==> config.mk <==
export PLATFORM = sky130hd
export DESIGN_NAME = inst_fetch
export DESIGN_NICKNAME = d
export VERILOG_FILES = /design/src/rtl/inst_fetch_pkg.sv /design/src/rtl/fetch_queue.sv /design/src/rtl/inst_fetch.sv
export SDC_FILE = /design/constraint.sdc
export NUM_CORES = 1
export LEC_CHECK = 0
export BUFFER_PORTS_ARGS = -buffer_cell sky130_fd_sc_hd__buf_4
export CAP_MARGIN = 0
export CORE_ASPECT_RATIO = 1.1
export CORE_MARGIN = 4
export CORE_UTILIZATION = 61
export DETAILED_ROUTE_END_ITERATION = 16
export PLACE_DENSITY = 0.94
export SLEW_MARGIN = 20
export SYNTH_ARGS = -nofsm -noshare
export SYNTH_HDL_FRONTEND = slang
export SYNTH_SLANG_ARGS = --single-unit
==> constraint.sdc <==
create_clock -name i_clk -period 6.5 [get_ports i_clk]
set_input_delay 0.65 -clock i_clk [delete_from_list [all_inputs] [get_ports i_clk]]
set_output_delay 0.65 -clock i_clk [all_outputs]
set_load 0.02 [all_outputs]
==> src/rtl/inst_fetch_pkg.sv <==
// rtl/inst_fetch_pkg.sv - shared widths, constants and types for the instruction fetch unit
package inst_fetch_pkg;

    localparam int InstAddrBus = 32;
    localparam int InstBus     = 32;
    localparam logic [InstBus-1:0] ZeroWord = '0;

    typedef enum logic [1:0] {
        FETCH_IDLE    = 2'd0,
        FETCH_REQ     = 2'd1,
        FETCH_DISCARD = 2'd2
    } fetch_state_t;

    typedef struct packed {
        logic [InstAddrBus-1:0] pc;
        logic [InstBus-1:0]     inst;
    } fetch_entry_t;

    function automatic logic [InstAddrBus-1:0] word_align(input logic [InstAddrBus-1:0] a);
        return a & 32'hFFFF_FFFC;
    endfunction

endpackage

==> src/rtl/fetch_queue.sv <==
// rtl/fetch_queue.sv - 2-entry {pc, inst} FIFO with push/pop/clear
module fetch_queue
    import inst_fetch_pkg::*;
(
    input  logic         i_clk,
    input  logic         i_rst_n,
    input  logic         i_clear,
    input  logic         i_push,
    input  fetch_entry_t i_data,
    input  logic         i_pop,
    output fetch_entry_t o_head,
    output logic         o_full,
    output logic         o_empty,
    output logic [1:0]   o_count
);

    fetch_entry_t r_mem [2];
    logic         r_rd_ptr;
    logic         r_wr_ptr;
    logic [1:0]   r_count;
    logic         w_do_pop;
    logic         w_do_push;

    assign o_empty   = (r_count == 2'd0);
    assign o_full    = (r_count == 2'd2);
    assign o_count   = r_count;
    assign o_head    = r_mem[r_rd_ptr];
    assign w_do_pop  = i_pop && !o_empty;
    // A push into a full queue is accepted only when the head leaves in the same cycle.
    assign w_do_push = i_push && (!o_full || w_do_pop);

    always_ff @(posedge i_clk or negedge i_rst_n) begin
        if (!i_rst_n) begin
            r_mem[0] <= '0;
            r_mem[1] <= '0;
            r_rd_ptr <= 1'b0;
            r_wr_ptr <= 1'b0;
            r_count  <= 2'd0;
        end else if (i_clear) begin
            r_rd_ptr <= 1'b0;
            r_wr_ptr <= 1'b0;
            r_count  <= 2'd0;
        end else begin
            if (w_do_push) begin
                r_mem[r_wr_ptr] <= i_data;
                r_wr_ptr        <= ~r_wr_ptr;
            end
            if (w_do_pop) begin
                r_rd_ptr <= ~r_rd_ptr;
            end
            r_count <= r_count + {1'b0, w_do_push} - {1'b0, w_do_pop};
        end
    end

endmodule

==> src/rtl/inst_fetch.sv <==
// rtl/inst_fetch.sv - PC generation, single-outstanding instruction memory requests, IF/ID presentation
module inst_fetch
    import inst_fetch_pkg::*;
#(
    parameter logic [InstAddrBus-1:0] RESET_PC = 32'h0000_0000
) (
    input  logic                   i_clk,
    input  logic                   i_rst_n,
    input  logic                   i_stall,
    input  logic                   i_flush,
    input  logic [InstAddrBus-1:0] i_new_pc,
    input  logic                   i_branch_flag,
    input  logic [InstAddrBus-1:0] i_branch_target,
    output logic                   o_inst_req,
    output logic [InstAddrBus-1:0] o_inst_addr,
    input  logic                   i_inst_ack,
    input  logic [InstBus-1:0]     i_inst_rdata,
    output logic                   o_if_valid,
    output logic [InstAddrBus-1:0] o_if_pc,
    output logic [InstBus-1:0]     o_if_inst
);

    fetch_state_t           r_state;
    logic [InstAddrBus-1:0] r_fetch_pc;
    logic [InstAddrBus-1:0] r_inst_addr;
    logic                   r_inst_req;

    fetch_entry_t           w_push_data;
    fetch_entry_t           w_head;
    logic                   w_full;
    logic                   w_empty;
    logic [1:0]             w_count;
    logic                   w_redirect;
    logic [InstAddrBus-1:0] w_target;
    logic                   w_ack;
    logic                   w_pop;
    logic                   w_push;
    logic [2:0]             w_count_after;
    logic                   w_room_after;
    logic [InstAddrBus-1:0] w_pc_next;

    assign w_redirect    = i_flush || i_branch_flag;
    assign w_target      = word_align(i_flush ? i_new_pc : i_branch_target);
    assign w_ack         = i_inst_ack && r_inst_req;
    assign w_pop         = !i_stall && !w_empty;
    assign w_push        = (r_state == FETCH_REQ) && w_ack && !w_redirect;
    assign w_push_data   = '{pc: r_fetch_pc, inst: i_inst_rdata};
    assign w_count_after = {1'b0, w_count} + {2'b00, w_push} - {2'b00, w_pop};
    assign w_room_after  = (w_count_after < 3'd2);
    assign w_pc_next     = r_fetch_pc + 32'd4;

    fetch_queue u_queue (
        .i_clk   (i_clk),
        .i_rst_n (i_rst_n),
        .i_clear (w_redirect),
        .i_push  (w_push),
        .i_data  (w_push_data),
        .i_pop   (w_pop),
        .o_head  (w_head),
        .o_full  (w_full),
        .o_empty (w_empty),
        .o_count (w_count)
    );

    always_ff @(posedge i_clk or negedge i_rst_n) begin
        if (!i_rst_n) begin
            r_state     <= FETCH_IDLE;
            r_fetch_pc  <= RESET_PC;
            r_inst_addr <= '0;
            r_inst_req  <= 1'b0;
        end else begin
            case (r_state)
                FETCH_IDLE: begin
                    if (w_redirect) begin
                        r_fetch_pc  <= w_target;
                        r_inst_addr <= w_target;
                        r_inst_req  <= 1'b1;
                        r_state     <= FETCH_REQ;
                    end else if (!w_full || w_pop) begin
                        r_inst_addr <= r_fetch_pc;
                        r_inst_req  <= 1'b1;
                        r_state     <= FETCH_REQ;
                    end
                end
                FETCH_REQ: begin
                    if (w_redirect) begin
                        r_fetch_pc <= w_target;
                        // An unanswered request must run to completion before retargeting.
                        if (w_ack) begin
                            r_inst_addr <= w_target;
                        end else begin
                            r_state <= FETCH_DISCARD;
                        end
                    end else if (w_ack) begin
                        r_fetch_pc <= w_pc_next;
                        if (w_room_after) begin
                            r_inst_addr <= w_pc_next;
                        end else begin
                            r_inst_req <= 1'b0;
                            r_state    <= FETCH_IDLE;
                        end
                    end
                end
                FETCH_DISCARD: begin
                    if (w_redirect) begin
                        r_fetch_pc <= w_target;
                    end
                    if (w_ack) begin
                        r_inst_addr <= w_redirect ? w_target : r_fetch_pc;
                        r_state     <= FETCH_REQ;
                    end
                end
                default: begin
                    r_state    <= FETCH_IDLE;
                    r_inst_req <= 1'b0;
                end
            endcase
        end
    end

    assign o_inst_req  = r_inst_req;
    assign o_inst_addr = r_inst_addr;
    assign o_if_valid  = !w_empty;
    assign o_if_pc     = w_empty ? '0 : w_head.pc;
    assign o_if_inst   = w_empty ? ZeroWord : w_head.inst;

endmodule

### After elaboration in Yosys (flattened, before gate mapping)

Cells that the tools add are included.

| word-level totals | value |
|---|---|
| register bits after elaboration | 199 |
| output and inout bits | 98 |
| input bits | 102 |
| logic and storage cells | 104 |

| operators by class | value |
|---|---|
| bitwise gates (word level) | 6 |
| reductions and logical operators | 26 |
| eq/ne operators | 12 |
| muxes and demuxes | 40 |
| add/sub/neg operators | 5 |
| order comparisons | 4 |

Operator list:

| cell | count |
|---|---|
| 2-to-1 mux 32 bit | 13 |
| 2-to-1 mux 64 bit | 4 |
| bitwise mux 128 bit | 1 |
| one-hot mux 32 bit (3 select lines) | 1 |
| demux 64 bit (select 1 bit) | 1 |
| one-hot mux 32 bit (2 select lines) | 1 |
| adder 32 x 3 -> 32 bit (second input constant) | 1 |
| 2-to-1 mux 2 bit | 8 |
| inequality test 3 bit (second input constant) | 5 |
| AND reduction 5 bit | 3 |
| 2-to-1 mux 1 bit | 9 |
| inequality test 2 bit (second input constant) | 4 |
| logical AND 1 bit | 7 |
| one-hot mux 2 bit (3 select lines) | 1 |
| nonzero test 2 bit | 3 |
| equality test 2 bit (second input constant) | 2 |
| greater-or-equal comparator 2 bit (second input constant) | 2 |
| zero test 1 bit | 4 |
| zero test 2 bit | 2 |
| inverter 1 bit | 4 |
| inverter 1 -> 2 bit | 2 |
| AND reduction 2 bit | 2 |
| adder 2 x 1 -> 3 bit | 1 |
| logical OR 1 bit | 3 |
| other kinds (9) | 9 |

### Logic depth before layout (Yosys ltp)

Gate-level depths: netlist of run 1.

| depth | value |
|---|---|
| depth in word-level cells | 10 |
| mapped depth | 14 |
| depth with buffers taken out | 11 |

### By module

From an unflattened synthesis of run 1, not the netlist that was laid out.

| second synthesis, totals | value |
|---|---|
| cell total of the unflattened synthesis | 1057 |
| area, all modules | 11439.7 sq um |

Modules (own cells, without submodules):

| module | seq. area each (sq um) | cells each | area an instance (sq um) | instances |
|---|---|---|---|---|
| fetch_queue | 3303.2 | 366 | 5982.0 | 1 |
| inst_fetch | 1676.6 | 691 | 5457.7 | 1 |

### Least setup slack after synthesis of run 1

No wires, ideal clock.

| timing | value |
|---|---|
| kind | input -> register |
| from | in i_flush |
| to | reg r_inst_addr[16] (netlist: o_inst_addr[16]) |
| arrival time | 3665 ps |
| library setup time | 77 ps |
| setup slack | 2758 ps |
| data required time | 6423 ps |
| cell stages on the path | 14 |
| path buffers | 3 |
| path through | buf_2 > or2_1 > buf_6 > or3_1 > ha_1 > nand2b_1 > fa_1 > xnor2_1 > a21oi_1 > nor3_1 > o31ai_2 > clkbuf_1 > a21oi_1 > a21oi_1 |

| on the way | value |
|---|---|
| cells in the longest elaborated chain, start to end | 8 |
| elaborated cells on any way between the ends | 16 |
| those cells by class | 2 x add/sub; 1 x order compare; 2 x eq/ne; 7 x mux; 4 x reduce/logical |

RTL lines:

| item | RTL line | source |
|---|---|---|
| start, declared | inst_fetch.sv:10 | `input logic i_flush,` |
| logical OR 1 bit | inst_fetch.sv:42 | `assign w_redirect = i_flush \|\| i_branch_flag;` |
| zero test 1 bit | inst_fetch.sv:46 | `assign w_push = (r_state == FETCH_REQ) && w_ack && !w_redirect;` |
| logical AND 1 bit | inst_fetch.sv:46 |  |
| adder 2 x 1 -> 3 bit | inst_fetch.sv:48 | `assign w_count_after = {1'b0, w_count} + {2'b00, w_push} - {2'b00, w_pop};` |
| subtractor 3 x 1 -> 3 bit | inst_fetch.sv:48 |  |
| < comparator 3 x 2 -> 1 bit | inst_fetch.sv:49 | `assign w_room_after = (w_count_after < 3'd2);` |
| inequality test 3 bit (no source line) | n/a |  |
| AND reduction 5 bit (no source line) | n/a |  |
| end signal, assigned | inst_fetch.sv:76 | `r_inst_addr <= w_target;` |
| end signal, assigned | inst_fetch.sv:80 | `r_inst_addr <= r_fetch_pc;` |
| end signal, assigned | inst_fetch.sv:90 | `r_inst_addr <= w_target;` |
| end, declared | inst_fetch.sv:25 | `logic [InstAddrBus-1:0] r_inst_addr;` |

Parallel ways exist; a longest one is shown, timed or not. The select of a mux whose other input is x is not followed.
A chain may end at the register's enable or synchronous reset.

### Worst setup path in the final report of run 1

| timing | value |
|---|---|
| from | in i_flush |
| to | reg r_inst_addr[13] (netlist: o_inst_addr[13]) |

Same word-level chain as after synthesis.

==> key figures, run 1 <==
Min path
  – Hold crit path type: in2async

Placed design
  – Placed inst area: 0.0121 sq mm
  – Setup WS pre-CTS: 2.01 ns
  – Placed Instances: 1396
  – Post-DP HPWL: 18900 um
  – GPL Wtd Cong: 0.910
  – Port Buf Inserts: 195

Setup path
  – CP max stage delay: 0.70 ns
  – CP bufs+invs: 2
  – CP arrival: 4.46 ns
  – Critical path's slowest cell: o31a_1
  – Number of cells on the critical path: 13
  – Top delay family on crit path: simple AND/OR/NAND/NOR gates
  – Endpoint class of the critical path: register
  – CP Class: in2reg
  – CP max FO: 53
  – Reg2reg path depth: 12
  – CP cell instances: buf_4 -> or2_1 -> or3_1 -> ha_1 -> nand2b_1 -> fa_1 -> xnor2_1 -> a21oi_1 -> nor3_1 -> o31a_1 -> buf_4 -> o21ai_0 -> o21ai_0
  – Critical path startpoint category: input pin
  – Crit path required time: 6.84 ns

Routing
  – 1st-pass router iterations: 6
  – Routed len/inst: 19.6 um
  – Total wire length: 28000 um
  – M1 wire length: 11200 um
  – Wire length on met3: 2510 um
  – DRT iter0 DRCs: 1070
  – DR vias/cell: 6.19
  – Highest metal layer with signal wires: met4
  – DRT antenna net count: 0
  – Met2 WL: 13300 um
  – Via count: 8845
  – DRC errors left: 0

Finish
  – Syn-to-layout area delta: 19.8%
  – Design Area, Final: 0.0127 sq mm
  – Antenna cells: 0
  – Commonest non-fill, non-tap cell in the layout: buf_4
  – Commonest non-fill, non-tap cells in the layout: buf_4 (211), dfrtp_1 (198), nor2_1 (126)
  – Nets: 1288
  – Layout cells sized above 1: 31.7%
  – Final Non-Filler Cells: 1428

Die
  – Row cnt: 50
  – DIE AREA: 0.0195 sq mm
  – DIE WIDTH: 133 um
  – CORE AREA: 0.0170 sq mm
  – Die span in y: 146 um
  – Top-Level Pins: 200
  – Starting Density: 62.1%

Synthesis
  – Synthesized net count: 1138
  – Mapped Cells: 1031
  – Mean Syn Cell Area: 10.2 sq um
  – Top post-synthesis cells by area: dfrtp_1 (47%), mux2_2 (11%), mux2i_1 (6.8%), nor2_1 (4.5%), o21ai_0 (3.5%)
  – Number of synthesized flops with an enable pin: 0
  – Mapped Area: 0.0106 sq mm
  – Register area share after synthesis: 47.1%
  – Yosys reg bits: 199
  – Asr flop ratio synth: 100%
  – Largest area contributor in the netlist: dfrtp_1
  – YS warnings: 0
  – Top FF cell, synth: dfrtp_1
  – Top-area cell type share of the netlist area: 47.1%
  – Cell variety after synth: 62

Timing
  – RSZ-0062 raised after global routing: false
  – Setup Skew: 0.00950 ns
  – Measured slew at the worst slew-check pin: 1.10 ns
  – Worst slew margin: 26.6%
  – Final Hold Fails: 0
  – Setup TNS: 0 ns
  – Final setup fails: 0
  – Fin worst setup slack: 2.38 ns
  – Crit path time final: 4.12 ns
  – Hold Slack: 0.290 ns
  – Tcrit/Tclk final: 63.3%
  – Slew Viols, Final: 0
  – Fmax: 0.243 GHz

Pwr
  – Combinational Power Share: 37.9%
  – Worst VDD drop: 255 uV
  – Sw frac: 38.7%
  – Pwr per Cell Area: 403 mW/mm^2
  – Lkg Pwr: 5.71 nW
  – Register share of total power: 42.8%
  – Part of the power in the clock network: 19.4%
  – Net Sw Power: 1.97 mW
  – Int Pwr: 3.12 mW

CTS
  – Clk root buf: clkbuf_16
  – Post-cts sizing count: 0
  – Skew-Pair Late Insertion Delay: 0.43 ns
  – CTS Hold Bufs: 0
  – CTS sink cnt: 199
  – CTS max path bufs: 2
  – Clock transition at path regs: 0.07 ns
  – TritonCTS clock tree: yes
  – CTS buffer count: 17
  – Postcts setup bufs: 0
  – CTS HTree Levels: 4

Global routing
  – Global-route wire length before repair: 45500 um
  – Initial antenna violation count: 0
  – Gr usage total: 28.8%
  – Vias in the first global route: 9015
  – Total congestion overflow: 0
  – Largest net degree at the start of global routing: 97

Run status
  – Run status: completed

Flow run
  – Max_cap viols: 0
[layout make-up]
class,count,area [sq um]
Multi-Input combinational cell,740,5200
Timing Repair Buffer,212,1600
Tap cell,234,293
Sequential cell,199,4980
Inverter,11,41.3
Clock buffer,21,440
Fill cell,1201,4360
Clock inverter,11,100
[cell usage after synthesis, types with 5 or more instances]
cell / number
buf_1: 9
xnor2_1: 22
buf_6: 5
clkbuf_1: 48
nor4_1: 6
o22a_1: 9
dfrtp_1: 199
nand4_1: 15
mux2_4: 24
buf_2: 12
mux2_2: 99
a2bb2oi_1: 6
o21ai_0: 73
xor2_1: 5
nor3_1: 11
nand2_1: 76
and3_1: 7
a21oi_1: 55
o21a_1: 8
nand3_1: 22
nor2_1: 128
and2_1: 5
o22ai_1: 8
o31ai_1: 9
mux2i_1: 72
mux2_1: 6
or3_1: 13
a31oi_1: 10
inv_1: 9
buf_4: 6
[stage by stage]
step	utilization (%)	power, mW
after detailed placement	71.2	4.08
after CTS	74.3	5.07
after global placement	71.2	3.96
after global routing	74.4	5.40
final	74.4	5.10
after floorplan	-	3.37
[worst reg2reg max path: stages, from the launching register on]
cell,delay (ns)
dfrtp_1,0.50
nand2b_1,0.21
or3_1,0.35
ha_1,0.31
nand2b_1,0.16
fa_1,0.38
xnor2_1,0.17
a21oi_1,0.12
nor3_1,0.37
o31a_1,0.70
buf_4,0.25
o21ai_0,0.16
o21ai_0,0.21
[sequential cells by signal, indices dropped and copies added, names as in the netlist]
| register | flops |
|---|---|
| r_state | 2 |
| u_queue.r_wr_ptr | 1 |
| u_queue.r_mem | 128 |
| o_inst_addr | 32 |
| o_inst_req | 1 |
| r_fetch_pc | 32 |
| u_queue.o_count | 2 |
| u_queue.r_rd_ptr | 1 |
[kinds of logic (layout without fill, tap and decap cells)]
kind of cell,after synthesis,after routing,synth area share (%)
AOI/OAI and AO/OA,208,208,11.9
xor gates and xnor gates,27,27,2.24
adders and majority gates,5,5,0.663
buffers and inverters,92,255,3.99
DFF,199,199,47.1
muxes,201,201,21.4
and+or+nand+nor,299,299,12.7
[worst paths after layout]
| check | from | endpoint | slack [ns] |
|---|---|---|---|
| max in group asynchronous | i_rst_n | u_queue.r_mem[27]$_DFFE_PN0P_ | 5.00 |
| worst max-delay path | i_flush | o_inst_addr[13]$_DFFE_PN0P_ | 2.38 |
| min in group i_clk | i_inst_ack | r_state[1]$_DFFE_PN0P_ | 0.42 |
| worst min-delay path | i_rst_n | u_queue.r_mem[7]$_DFFE_PN0P_ | 0.29 |
| worst max register to register | r_state[1]$_DFFE_PN0P_ | o_inst_addr[13]$_DFFE_PN0P_ | 2.54 |
| worst min register to register | u_queue.r_mem[58]$_DFFE_PN0P_ | u_queue.r_mem[58]$_DFFE_PN0P_ | 0.48 |
[power by group through the flow]
| stage | Combinational, mW | Sequential, mW | Clock (mW) |
|---|---|---|---|
| final | 1.93 | 2.18 | 0.988 |
| after global routing | 2.11 | 2.23 | 1.06 |
| after CTS | 1.91 | 2.16 | 0.998 |
| after detailed placement | 1.90 | 2.18 | 0 |
| after global placement | 1.82 | 2.14 | 0 |
| after floorplan | 1.30 | 2.08 | 0 |
[layer usage]
| layer | up-vias | track usage (%) |
|---|---|---|
| met2 | 527 | 47.4 |
| met5 | - | 0 |
| met4 | 0 | 11.2 |
| li1 | 3942 | - |
| met1 | 4265 | 37.7 |
| met3 | 111 | 6.00 |
(Power assumes the default switching activity.)
==> run 2, diff against run 1 <==
--- a/config.mk
+++ b/config.mk
@@ -9,9 +9,9 @@
 export CAP_MARGIN = 0
 export CORE_ASPECT_RATIO = 1.1
 export CORE_MARGIN = 4
-export CORE_UTILIZATION = 61
+export CORE_UTILIZATION = 51
 export DETAILED_ROUTE_END_ITERATION = 16
-export PLACE_DENSITY = 0.94
+export PLACE_DENSITY = 0.84
 export SLEW_MARGIN = 20
 export SYNTH_ARGS = -nofsm -noshare
 export SYNTH_HDL_FRONTEND = slang
==> constraint.sdc (replaced) <==
create_clock -name i_clk -period 3.5 [get_ports i_clk]
set_input_delay 0.35 -clock i_clk [delete_from_list [all_inputs] [get_ports i_clk]]
set_output_delay 0.35 -clock i_clk [all_outputs]
set_load 0.02 [all_outputs]
==> run 2 against run 1 <==
  * The run now ends with negative hold slack left
  * Register-to-register slack worse by 2.3 ns
  * Cell count up 2.2%
  * Power up 92%
  * Largest power group unchanged
  * Critical endpoint is now o_inst_addr[16]$_DFFE_PN0P_
  * Clock power up 100%
  * Non-clock buffer count up 12
  * Critical path type is now reg2reg
  * Clock-buffer cell count down 3
  * Largest cell class unchanged
  * Hold slack worse by 0.30 ns
  * Clock skew about the same
==> key figures, run 2 (synthesized netlist as in run 1, its figures left out) <==
Pwr
  – Net Sw Power: 3.74 mW (+89%)
  – Register share of total power: 41.1% (-1.7 points)
  – Sw frac: 38.2% (-0.50 points)
  – Pwr per Cell Area: 758 mW/mm^2 (+88%)
  – Worst VDD drop: 458 uV (+80%)
  – Lkg Pwr: 5.82 nW (+1.9%)
  – Part of the power in the clock network: 20.5% (+1.1 points)
  – Combinational Power Share: 38.3% (+0.4 points)
  – Int Pwr: 6.04 mW (+93%)

Global routing
  – Initial antenna violation count: 1 (+1)
  – Total congestion overflow: 0 (unchanged)
  – Global-route wire length before repair: 45400 um (-0.18%)
  – Largest net degree at the start of global routing: 98 (+1.0%)
  – Gr usage total: 24.0% (-4.7 points)
  – Vias in the first global route: 8842 (-1.9%)

Routing
  – 1st-pass router iterations: 6 (unchanged)
  – DRC errors left: 0 (unchanged)
  – DRT antenna net count: 0 (unchanged)
  – Total wire length: 28200 um (+0.98%)
  – DR vias/cell: 5.99 (-3.3%)
  – DRT iter0 DRCs: 729 (-32%)
  – Via count: 8742 (-1.2%)
  – Routed len/inst: 19.4 um (-1.2%)

Setup path
  – CP arrival: 3.66 ns (-0.80 ns)
  – Critical path startpoint category: register
  – Endpoint class of the critical path: register
  – Worst reg2reg path startpoint: o_inst_req$_DFFE_PN0P_
  – Reg2reg path depth: 14 (+2)
  – FF-to-FF End: o_inst_addr[16]$_DFFE_PN0P_
  – Reg-to-reg setup timing slack: 0.20 ns (-2.34 ns)
  – CP max FO: 23 (-57%)
  – CP Class: reg2reg
  – Crit path required time: 3.86 ns (-2.98 ns)

Timing
  – Final setup fails: 0 (unchanged)
  – Fmax: 0.303 GHz
  – Tcrit/Tclk final: 94.3%
  – Setup TNS: 0 ns (unchanged)
  – Crit path time final: 3.30 ns
  – Worst slew margin: 27.8% (+1.2 points)
  – RSZ-0062 raised after global routing: false
  – Fin worst setup slack: 0.198 ns (-2.19 ns)
  – Hold Slack: -0.0136 ns (-0.303 ns)
  – Measured slew at the worst slew-check pin: 1.07 ns (-0.0286 ns)
  – Setup Skew: 0.00990 ns (+0.000400 ns)
  – Slew Viols, Final: 0 (unchanged)
  – Final Hold Fails: 3 (+3)

CTS
  – Skew-Pair Late Insertion Delay: 0.44 ns (about the same)
  – Clk root buf: clkbuf_16
  – CTS HTree Levels: 4 (unchanged)
  – Clock transition at path regs: 0.07 ns (about the same)
  – CTS buffer count: 17 (unchanged)
  – TritonCTS clock tree: yes
  – CTS Hold Bufs: 0 (unchanged)
  – CTS max path bufs: 2 (unchanged)
  – CTS sink cnt: 199 (unchanged)

Die
  – DIE AREA: 0.0231 sq mm (+18%)
  – Top-Level Pins: 200 (unchanged)
  – Die span in y: 159 um (+8.9%)
  – DIE WIDTH: 145 um (+8.8%)
  – Row cnt: 54 (+8.0%)
  – CORE AREA: 0.0201 sq mm (+18%)
  – Starting Density: 52.5% (-9.6 points)

Finish
  – Design Area, Final: 0.0129 sq mm (+2.0%)
  – Nets: 1300 (+0.93%)
  – Commonest non-fill, non-tap cells in the layout: buf_4 (217), dfrtp_1 (198), nor2_1 (126)
  – Largest register FFs: 128 (unchanged)
  – # fillers: 1607 (+34%)
  – Top reg by flops: u_queue.r_mem
  – Commonest non-fill, non-tap cell in the layout: buf_4
  – Register area: 0.00498 sq mm (unchanged)
  – Multi-input logic area: 0.00520 sq mm (about the same)
  – Layout cells sized above 1: 32.8% (+1.0 points)
  – Syn-to-layout area delta: 22.1%
  – Final Non-Filler Cells: 1459 (+2.2%)

Placed design
  – Placed Instances: 1426 (+2.1%)
  – GPL Wtd Cong: 0.898 (-1.3%)
  – Port Buf Inserts: 195 (unchanged)
  – Setup WS pre-CTS: -0.00296 ns (-2.01 ns)
  – Placed inst area: 0.0123 sq mm (+1.5%)
  – Post-DP HPWL: 19500 um (+2.9%)

Run status
  – Failing checks: negative hold slack
  – Run status: finished with violations

Min path
  – Hold crit path type: in2async

Flow run
  – Max_cap viols: 0 (unchanged)
==> run 2: layout make-up <==
cell class                 instances  share of cell area, %
clock buffer                      18                   3.40
sequential                       199                   38.6
timing repair buffer             224                   13.7
multi-input combinational        740                   40.3
clock inverter                    14                   1.26
antenna                            1                 0.0194
inverter                          11                  0.320
tap                              252                   2.44
==> run 2: worst max-delay path by stage <==
stage,end,slack [ns],start,depth (start not counted)
6_report,o_inst_addr[16]$_DFFE_PN0P_,0.20,o_inst_req$_DFFE_PN0P_,14
5_1_grt,o_inst_addr[16]$_DFFE_PN0P_,0.03,o_inst_req$_DFFE_PN0P_,14
3_3_place_gp,o_inst_addr[9]$_DFFE_PN0P_,0.07,i_flush,15
4_1_cts,o_inst_addr[16]$_DFFE_PN0P_,0.16,o_inst_req$_DFFE_PN0P_,14
3_5_place_dp,o_inst_addr[9]$_DFFE_PN0P_,-0.003,i_flush,15
2_1_floorplan,o_inst_addr[16]$_DFFE_PN0P_,0.06,i_flush,14
==> run 2: metrics by stage <==
step / hold WS, ns / power (mW) / utilization [%]
3_3_place_gp: 0.463 / 7.57 / 61.1
5_1_grt: 0.0527 / 10.4 / 64.1
2_1_floorplan: 0.0544 / 6.27 / -
6_report: -0.0136 / 9.78 / 64.1
4_1_cts: 0.0213 / 9.79 / 64.1
3_5_place_dp: 0.471 / 7.76 / 61.1
==> run 2: timing repair <==
action | 4_1_cts | 5_1_grt
setup endpoints to repair | 0 | 3
buffers inserted | 0 | 0
gates resized for setup | 0 | 1
==> run 2: routing by layer <==
layer	vias up	global-route usage, %	part of all wire, %
met5	-	0	0
met4	0	8.85	2.7
met3	82	5.15	8.7
met2	505	39.7	48
met1	4180	31.4	41
li1	3975	-	-
==> run 2: critical path, stage by stage, from the launching register on <==
cell	delay, ns
dfrtp_1	0.43
nand2_1	0.14
or3_1	0.43
ha_1	0.30
nand2b_1	0.15
fa_1	0.38
xnor2_1	0.15
a21oi_2	0.19
nor3_1	0.07
buf_4	0.14
o31ai_4	0.27
buf_12	0.21
buf_12	0.15
a21oi_1	0.04
a21oi_1	0.16
==> run 2: power by group through the flow <==
stage / clock [mW] / combinational (mW) / sequential (mW)
floorplan: 0 / 2.41 / 3.86
global placement: 0 / 3.58 / 3.98
detailed placement: 0 / 3.72 / 4.04
CTS: 2.04 / 3.74 / 4.00
global route: 2.14 / 4.08 / 4.13
finish: 2.01 / 3.75 / 4.02
==> run 3, diff against run 2 <==
--- a/config.mk
+++ b/config.mk
@@ -10,8 +10,9 @@
 export CORE_ASPECT_RATIO = 1.1
 export CORE_MARGIN = 4
 export CORE_UTILIZATION = 51
+export CTS_CLUSTER_DIAMETER = 60
 export DETAILED_ROUTE_END_ITERATION = 16
-export PLACE_DENSITY = 0.84
+export PLACE_DENSITY_LB_ADDON = 0.3
 export SLEW_MARGIN = 20
 export SYNTH_ARGS = -nofsm -noshare
 export SYNTH_HDL_FRONTEND = slang
==> run 3 against run 2 <==
  * The run still ends with negative hold slack left
  * Routed wire length is 0.19% lower
  * Setup slack better by 0.057 ns
  * Non-clock buffer count is 2 higher
  * Clock skew is 0.0060 ns higher
  * Die area stayed put
  * Clock power is 7% lower
  * Critical path depth is 1 lower
  * Fmax is 1.8% higher
  * Via count is 1.2% lower
  * First-iteration DRC count is 3.0% lower
  * Sequential cell count stayed put
  * Critical path type unchanged
  * Largest power group unchanged
==> key figures, run 3 (synthesized netlist as in run 1, its figures left out) <==
Global routing
  – GRT Max-Usage Layer: met2
  – Met2 Track Usage GR: 38.5% (-1.2 points)
  – Gr usage total: 24.1% (+0.051 points)
  – Global-route wire length before repair: 45700 um (+0.56%)
  – Met3 usage: 5.69% (+0.54 points)
  – Initial antenna violation count: 0 (-1)
  – Total congestion overflow: 0 (unchanged)
  – Largest net degree at the start of global routing: 102 (+4.1%)
  – Global-route met1 utilization: 33.4% (+2.0 points)
  – Vias in the first global route: 8578 (-3.0%)

Die
  – DIE WIDTH: 145 um (unchanged)
  – Die span in y: 159 um (unchanged)
  – Row cnt: 54 (unchanged)
  – DIE AREA: 0.0231 sq mm (unchanged)
  – Starting Density: 52.5% (unchanged)
  – Top-Level Pins: 200 (unchanged)
  – CORE AREA: 0.0201 sq mm (unchanged)

Timing
  – Slew Viols, Final: 0 (unchanged)
  – Worst slew margin: 35.8% (+8.0 points)
  – RSZ-0062 raised after global routing: false
  – Measured slew at the worst slew-check pin: 0.954 ns (-0.119 ns)
  – Setup TNS: 0 ns (unchanged)
  – Fmax: 0.308 GHz (+1.8%)
  – Hold Slack: -0.0183 ns (-0.00470 ns)
  – Final Hold Fails: 12 (+9)
  – Setup Skew: 0.0159 ns (+0.00600 ns)
  – Crit path time final: 3.24 ns (-0.0569 ns)
  – Final setup fails: 0 (unchanged)
  – Tcrit/Tclk final: 92.7% (-1.6 points)

CTS
  – Clock transition at path regs: 0.08 ns (about the same)
  – CTS Hold Bufs: 0 (unchanged)
  – CTS buffer count: 17 (unchanged)
  – CTS HTree Levels: 4 (unchanged)
  – Clk root buf: clkbuf_16
  – TritonCTS clock tree: yes
  – CTS sink cnt: 199 (unchanged)
  – CTS max path bufs: 2 (unchanged)
  – Skew-Pair Late Insertion Delay: 0.44 ns (about the same)

Finish
  – Design Area, Final: 0.0129 sq mm (-0.27%)
  – Top reg by flops: u_queue.r_mem
  – Nets: 1302 (+0.15%)
  – Largest register FFs: 128 (unchanged)
  – Layout cells sized above 1: 32.8% (about the same)
  – Syn-to-layout area delta: 21.8%
  – Commonest non-fill, non-tap cell in the layout: buf_4
  – Finished Core Util: 63.9% (-0.17 points)
  – Commonest non-fill, non-tap cells in the layout: buf_4 (219), dfrtp_1 (197), nor2_1 (126)
  – Antenna cells: 0 (-1)

Setup path
  – CP max stage delay: 0.41 ns (-0.02 ns)
  – Critical path startpoint: o_inst_req$_DFFE_PN0P_
  – Worst reg2reg path startpoint: o_inst_req$_DFFE_PN0P_
  – CP cell instances: nand2_1 -> or3_1 -> ha_1 -> nand2b_1 -> fa_1 -> xnor2_1 -> a21oi_1 -> nor3_1 -> buf_4 -> o31ai_4 -> buf_4 -> a21oi_1 -> a21oi_1
  – CP bufs+invs: 2 (-1)
  – CP arrival: 3.60 ns (-0.06 ns)
  – Top delay family on crit path: compound AO/OA/AOI/OAI gates
  – Critical path's slowest cell: or3_1
  – Crit path required time: 3.86 ns (about the same)
  – Critical path startpoint category: register
  – Worst path most repeated cell: a21oi_1
  – Endpoint class of the critical path: register
  – Reg-to-reg setup timing slack: 0.26 ns (+0.06 ns)
  – CP Class: reg2reg
  – CP max FO: 24 (+4.3%)

Routing
  – DRT iter0 DRCs: 707 (-3.0%)
  – DR vias/cell: 5.92 (-1.3%)
  – Via count: 8638 (-1.2%)
  – DRC errors left: 0 (unchanged)
  – Total wire length: 28200 um (-0.19%)
  – Routed len/inst: 19.3 um (-0.26%)
  – DRT antenna net count: 0 (unchanged)
  – 1st-pass router iterations: 6 (unchanged)

Placed design
  – GPL Wtd Cong: 0.894 (-0.51%)
  – Post-DP HPWL: 19400 um (-0.48%)
  – Port Buf Inserts: 195 (unchanged)
  – Placed inst area: 0.0123 sq mm (+0.12%)

Run status
  – Run status: finished with violations
  – Failing checks: negative hold slack

Pwr
  – Worst VDD drop: 488 uV (+6.5%)
  – Lkg Pwr: 5.81 nW (about the same)
  – PnR Total Power: 9.59 mW (-2.0%)
  – Pwr per Cell Area: 745 mW/mm^2 (-1.7%)
  – Net Sw Power: 3.71 mW (-0.72%)
  – Sw frac: 38.7% (+0.48 points)
  – Int Pwr: 5.87 mW (-2.7%)
  – Combinational Power Share: 38.6% (+0.3 points)
  – Register share of total power: 42.0% (+0.9 points)
  – Part of the power in the clock network: 19.4% (-1.1 points)

Min path
  – Hold crit path type: in2async

Flow run
  – Max_cap viols: 0 (unchanged)
## run 3: changes by cell type in the layout (fill, tap and decap cells not counted), moves of 2 or more
cell	delta
buf_4	+2
bufinv_16	-2
clkinv_4	+3
clkinvlp_4	-2
## run 3: what timing repair did
| item | CTS | global route |
|---|---|---|
| buffers inserted | 0 | 0 |
| endpoints found under the setup margin | 0 | 1 |
| gates resized for setup | 0 | 1 |
## run 3: per-layer routing
layer	share of wire, %	up-vias
met5	0	-
met4	1.7	0
met3	7.5	45
met2	47	392
met1	44	4219
li1	-	3982
## run 3: cell type report
| cell class | count | area (sq um) |
|---|---|---|
| Timing Repair Buffer | 226 | 1780 |
| Fill cell | 1676 | 7260 |
| Clock buffer | 19 | 443 |
| Tap cell | 252 | 315 |
| Sequential cell | 199 | 4980 |
| Clock inverter | 13 | 114 |
| Multi-Input combinational cell | 740 | 5190 |
| Inverter | 11 | 41.3 |
## run 3: final timing paths
path | depth (start not counted) | endpoint
setup / recovery | 13 | o_inst_addr[8]$_DFFE_PN0P_
hold / removal | 1 | u_queue.r_mem[7]$_DFFE_PN0P_
setup reg to reg | 13 | o_inst_addr[8]$_DFFE_PN0P_
hold reg to reg | 2 | u_queue.r_mem[51]$_DFFE_PN0P_
max in group asynchronous | 2 | o_inst_addr[12]$_DFFE_PN0P_
min in group i_clk | 2 | r_state[1]$_DFFE_PN0P_
## run 3: metrics by stage
stage	worst slack [ns]	std cells
2_1_floorplan	0.0577	1031
3_3_place_gp	0.140	1428
3_5_place_dp	0.0354	1428
4_1_cts	0.237	1460
5_1_grt	0.0548	1460
6_report	0.255	1460
## run 3: power groups by stage
stage	clock network [mW]	logic, mW	registers, mW
after floorplan	0	2.41	3.86
after global placement	0	3.57	4.00
after detailed placement	0	3.70	4.04
after CTS	1.91	3.70	4.00
after global routing	2.00	4.04	4.13
final	1.86	3.70	4.03
